File: config.mk
export PLATFORM = sky130hd
export DESIGN_NAME = fetch_seq_ctrl
export DESIGN_NICKNAME = d
export VERILOG_FILES = /design/src/rtl/fetch_seq_ctrl.sv
export SDC_FILE = /design/constraint.sdc
export NUM_CORES = 1
export LEC_CHECK = 0
export ABC_AREA = 1
export CAP_MARGIN = 20
export CORE_MARGIN = 5
export CORE_UTILIZATION = 55
export DETAILED_ROUTE_END_ITERATION = 10
export PLACE_DENSITY = 0.88
export RECOVER_POWER = 25
export SYNTH_ARGS = -nofsm -noshare
export SYNTH_HDL_FRONTEND = slang
export SYNTH_SLANG_ARGS = --single-unit
File: constraint.sdc
create_clock -name clk -period 3 [get_ports clk]
set_clock_uncertainty 0.2 [all_clocks]
set_input_delay 0.6 -clock clk [delete_from_list [all_inputs] [get_ports clk]]
set_output_delay 0.6 -clock clk [all_outputs]
set_load 0.1 [all_outputs]
File: src/rtl/fetch_seq_ctrl.sv
// fetch_seq_ctrl: fetch sequencer choosing the next-PC mux source, with
// mispredict recovery bubbles, fetch stalls and register-jump base waits.
module fetch_seq_ctrl #(
   parameter int RECOV_CYC = 2,
   parameter int JWAIT_MAX = 15
) (
   input  logic       clk,
   input  logic       rst,
   input  logic       stall_fetch,
   input  logic       has_mispredict,
   input  logic       jump_for_pcsel,
   input  logic       jump_is_reg,
   input  logic       jump_base_rdy_from_rf,
   input  logic [1:0] pred_to_pcsel,
   input  logic       pcsel_from_bhndlr,
   output logic [2:0] PC_select,
   output logic       fetch_valid,
   output logic       flush_fetch,
   output logic       jwait_timeout,
   output logic [2:0] state_out
);
   typedef enum logic [2:0] {BOOT = 3'd0, RUN = 3'd1, STALL = 3'd2, JWAIT = 3'd3, RECOV = 3'd4} state_t;
   localparam logic [3:0] RLOAD = 4'(RECOV_CYC - 1);
   localparam logic [4:0] JMAX = 5'(JWAIT_MAX);
   state_t state, state_n;
   logic [2:0] pc_n;
   logic       fv_n, flush_n, jto_n;
   logic [3:0] rcnt, rcnt_n;
   logic [4:0] jcnt, jcnt_n;
   assign state_out = state;
   always_comb begin
      state_n = state;
      pc_n    = 3'd7;
      fv_n    = 1'b0;
      flush_n = 1'b0;
      jto_n   = jwait_timeout;
      rcnt_n  = rcnt;
      jcnt_n  = jcnt;
      if (state == BOOT) begin
         state_n = RUN;
         pc_n    = 3'd0;
         fv_n    = 1'b1;
      end else if (has_mispredict) begin
         state_n = RECOV;
         pc_n    = 3'd4;
         flush_n = 1'b1;
         rcnt_n  = RLOAD;
         jcnt_n  = 5'd0;
      end else if (state == RECOV) begin
         // bubble cycles: the recovery fetch is not presented until the count drains
         pc_n    = 3'd0;
         rcnt_n  = (rcnt != 4'd0) ? rcnt - 4'd1 : 4'd0;
         state_n = (rcnt == 4'd0) ? RUN : RECOV;
      end else if (stall_fetch) begin
         state_n = (state == JWAIT) ? JWAIT : STALL;
      end else if (state == JWAIT) begin
         state_n = jump_base_rdy_from_rf ? RUN : JWAIT;
         pc_n    = jump_base_rdy_from_rf ? 3'd3 : 3'd7;
         fv_n    = jump_base_rdy_from_rf;
         jcnt_n  = jump_base_rdy_from_rf ? 5'd0 : (jcnt >= JMAX) ? JMAX : jcnt + 5'd1;
         jto_n   = jwait_timeout | (!jump_base_rdy_from_rf && jcnt >= JMAX - 5'd1);
      end else if (jump_for_pcsel && jump_is_reg && !jump_base_rdy_from_rf) begin
         state_n = JWAIT;
         jcnt_n  = 5'd0;
      end else begin
         state_n = RUN;
         fv_n    = 1'b1;
         pc_n    = jump_for_pcsel    ? 3'd3 :
                   pred_to_pcsel[0]  ? 3'd1 :
                   pred_to_pcsel[1]  ? 3'd2 :
                   pcsel_from_bhndlr ? 3'd5 : 3'd0;
      end
   end
   always_ff @(posedge clk) begin
      if (rst) begin
         state         <= BOOT;
         PC_select     <= 3'd7;
         fetch_valid   <= 1'b0;
         flush_fetch   <= 1'b0;
         jwait_timeout <= 1'b0;
         rcnt          <= 4'd0;
         jcnt          <= 5'd0;
      end else begin
         state         <= state_n;
         PC_select     <= pc_n;
         fetch_valid   <= fv_n;
         flush_fetch   <= flush_n;
         jwait_timeout <= jto_n;
         rcnt          <= rcnt_n;
         jcnt          <= jcnt_n;
      end
   end
endmodule

==> results.rst <==
.. list-table::
   :header-rows: 1

   * - Metric
     - Value
   * - Number of buffers inserted to repair setup after CTS
     - 0
   * - Ordered list of cells on the worst path
     - dlygate4sd3_1 > inv_1 > nand2_1 > nor2_1 > nor2_1 > o21ai_1
   * - Startpoint of the lowest-slack register-to-register path
     - jcnt[1]$_SDFFE_PP0P_
   * - HP Start
     - rcnt[3]$_SDFFE_PP0P_
   * - Number of enable flip-flop cells after synthesis
     - 0
   * - Total number of H-tree levels
     - 1
   * - Estimated wirelength of the detail-placed design
     - 1750 µm
   * - Die H
     - 53.7 µm
   * - Count of pins on the block boundary
     - 19
   * - Overall track demand over capacity in global routing
     - 17.2%
   * - Worst min path class
     - flop to flop
   * - Arrival time worst endpoint
     - 2010 ps
   * - Most frequent cell on the critical path
     - sky130_fd_sc_hd__nor2_1
   * - CTS tree
     - yes
   * - Proportion of synthesized chip area in sequential cells
     - 34.4%
   * - Hold buffer count at CTS
     - 0
   * - Number of clock sinks
     - 18
   * - First-pass GRT wire length
     - 3680 µm
   * - RR Endpoint
     - jcnt[4]$_SDFFE_PP0P_
   * - Worst Setup Start Kind
     - primary input
   * - Hold Vio Cnt, Final
     - 0
   * - Number of antenna violations at the first check in global routing
     - 0
   * - Clock buffer depth
     - 2
   * - WL final
     - 2170 µm
   * - Max FO, Critical Path
     - 10
   * - Count of unresolved DRC violations after routing
     - 0
   * - Pleak
     - 0.000585 µW
   * - Slowest-stage cell, CP
     - sky130_fd_sc_hd__dlygate4sd3_1
   * - Cts repair resizes
     - 0
   * - Worst Path Required
     - 2990 ps
   * - Total of max-cap violations
     - 0
   * - Cell Pwr Density
     - 507 nW/µm²
   * - DIE WIDTH
     - 53.7 µm
   * - Flip-flop cell with the highest count after synthesis
     - sky130_fd_sc_hd__dfxtp_1
   * - Largest stage delay on the critical path
     - 760 ps
   * - Number of clock buffers inserted by TritonCTS
     - 3
   * - Min-Delay Path Depth
     - 2
   * - Crit path time final
     - 2020 ps
   * - Inst Count DP
     - 193
   * - Worst IR Drop VDD
     - 0.381 mV
   * - Non-Filler Instances
     - 197
   * - Worst-margin pin slew
     - 378 ps
   * - Worst Path Class, Setup
     - primary input to flop
   * - Layout fillers
     - 165
   * - End of the worst hold path
     - rcnt[3]$_SDFFE_PP0P_
   * - Post-synthesis cell type with the largest combined area
     - sky130_fd_sc_hd__dfxtp_1
   * - Number of nets in the synthesized netlist
     - 166
   * - Multi-input gate area in the final layout
     - 576 µm²
   * - Headroom to the max-slew limit
     - 74.7%
   * - Post-detailed-route wirelength per cell
     - 11.0 µm
   * - Distinct cell type count after synthesis
     - 28
   * - Count of buffers from port buffering
     - 18
   * - Initial Utilization
     - 59.4%
   * - Core Footprint
     - 1760 µm²
   * - Most instantiated library cell after synthesis
     - sky130_fd_sc_hd__nand2_1
   * - Violation count after the first detailed-routing iteration
     - 31
   * - TNS Setup
     - 0 ps
   * - Cell area after synthesis
     - 1050 µm²
   * - Largest net degree at the start of global routing
     - 11
   * - Synth Area per Inst
     - 6.94 µm²
   * - Total count of max-transition violations in the final report
     - 0
   * - Number of global-route vias before repair
     - 868
   * - Number of warnings issued by yosys
     - 0
   * - Crit path capture type
     - flop
   * - Clock-pin slew of the registers on the worst-case setup and hold paths
     - 100 ps
   * - RD Place Congestion
     - 0.867
   * - Die Outline Area
     - 2880 µm²
   * - Leading cell types by count after synthesis
     - 33 x sky130_fd_sc_hd__nand2_1, 21 x sky130_fd_sc_hd__inv_1, 21 x sky130_fd_sc_hd__nor2_1
   * - Result of the run
     - complete, no violations
   * - Total number of nets in the final design
     - 188
   * - Worst R2R Setup Slack
     - 1270 ps
   * - Vias after detailed routing
     - 991
   * - Cell row count
     - 15
   * - Final number of setup-violating endpoints
     - 0
   * - Post-route antenna net violation count
     - 0
   * - Ant diodes
     - 0
   * - Cell count after synthesis
     - 151
   * - Insertion delay of the later-clocked pin in the worst-skew pair
     - 290 ps
   * - CTS Root Cell
     - sky130_fd_sc_hd__clkbuf_4
   * - First drt pass iteration count
     - 4
   * - Period utilization
     - 67.2%
   * - Total gr overflow
     - 0
   * - Number of vias per cell after detailed routing
     - 5.03
   * - R2r worst-path depth
     - 10
   * - Maximum operating frequency
     - 496 MHz
   * - Asr flop ratio synth
     - 0%
   * - Main area contributors after synthesis
     - sky130_fd_sc_hd__dfxtp_1 34%, sky130_fd_sc_hd__nand2_1 12%, sky130_fd_sc_hd__inv_1 7.5%
   * - Proportion of netlist area held by the largest area contributor
     - 34.4%
   * - Fraction of final layout cells with drive strength greater than 1
     - 16.9%
   * - Flops & latches, synth
     - 18
   * - RSZ-0062 raised after global routing
     - false
   * - Layout-stage area growth over the synthesis result
     - 20.4%
   * - Footprint of the flip-flops and latches
     - 360 µm²
[worst max-delay path, delay by kind of cell]
| kind | cells | cell delay (ps) |
|---|---|---|
| simple gates | 3 | 310 |
| compound gates | 1 | 70 |
| buf+inv | 2 | 1020 |
[kinds of logic after synthesis]
group                    count (synthesis)  synth area share, %
AND/OR/NAND/NOR                         76                 34.5
buffers and inverters                   28                 10.0
AO/OA/AOI/OAI                           21                 12.7
flip-flops                              18                 34.4
adder cells (fa/ha/maj)                  5                 5.97
XOR/XNOR                                 3                 2.51
[power breakdown]
group	switching, µW	internal [µW]
clock	77.4	74.0
combinational	151	65.3
sequential	13.7	258
[area by class of cell]
type	instances	area share (%)
clock buffers	4	2.87
inverters	27	8.03
multi-input cells	105	45.6
flip-flops and latches	18	28.5
well taps	25	2.48
repair buffers	18	12.5
[state kept, by name, indices dropped and copies added (netlist names)]
signal / count
flush_fetch: 1
rcnt: 4
PC_select: 3
fetch_valid: 1
state_out: 3
jwait_timeout: 1
jcnt: 5
[placed cells by master, fill, tap and decap left out, types with 2 or more instances in the layout]
master	instances
sky130_fd_sc_hd__nand2_1	33
sky130_fd_sc_hd__inv_1	23
sky130_fd_sc_hd__nor2_1	22
sky130_fd_sc_hd__dfxtp_1	18
sky130_fd_sc_hd__nand3_1	9
sky130_fd_sc_hd__buf_4	9
sky130_fd_sc_hd__a21oi_1	7
sky130_fd_sc_hd__clkdlybuf4s50_1	7
sky130_fd_sc_hd__ha_1	5
sky130_fd_sc_hd__inv_2	4
sky130_fd_sc_hd__o21ai_0	4
sky130_fd_sc_hd__nor2_2	3
sky130_fd_sc_hd__clkbuf_4	3
sky130_fd_sc_hd__nor2_4	2
sky130_fd_sc_hd__nand3_2	2
sky130_fd_sc_hd__nand2_2	2
sky130_fd_sc_hd__o21ai_1	2
sky130_fd_sc_hd__xor2_1	2
sky130_fd_sc_hd__dlygate4sd3_1	2
[how the worst max path moves through the flow]
stage,slack (ps),startpoint,to,depth (start not counted)
floorplan,890,state_out[0]$_SDFF_PP0_,jcnt[0]$_SDFFE_PP0P_,7
global placement,830,has_mispredict,jcnt[0]$_SDFFE_PP0P_,8
detailed placement,780,has_mispredict,jcnt[4]$_SDFFE_PP0P_,8
CTS,1100,has_mispredict,jcnt[4]$_SDFFE_PP0P_,8
global route,880,has_mispredict,jcnt[4]$_SDFFE_PP0P_,8
finish,980,rst,PC_select[2]$_SDFF_PP1_,6
[metrics by stage]
stage               setup WS (ps)  utilization [%]  hold slack [ps]  power [µW]  cell area [µm²]
floorplan                     886                -              240         444             1050
global placement              835             69.9              250         491             1230
detailed placement            780             69.9              261         495             1230
CTS                          1100             72.0              276         641             1270
global route                  877             71.6              292         674             1260
finish                        984             71.6              274         640             1260
[metal layers]
metal	global-route usage (%)	share of wire, %	vias to the layer above
li1	-	-	515
met1	21.5	48	449
met2	27.8	45	20
met3	3.32	5.1	7
met4	8.94	2.4	0
met5	0	0	-
Note: power is estimated with default switching activity, not from simulation.
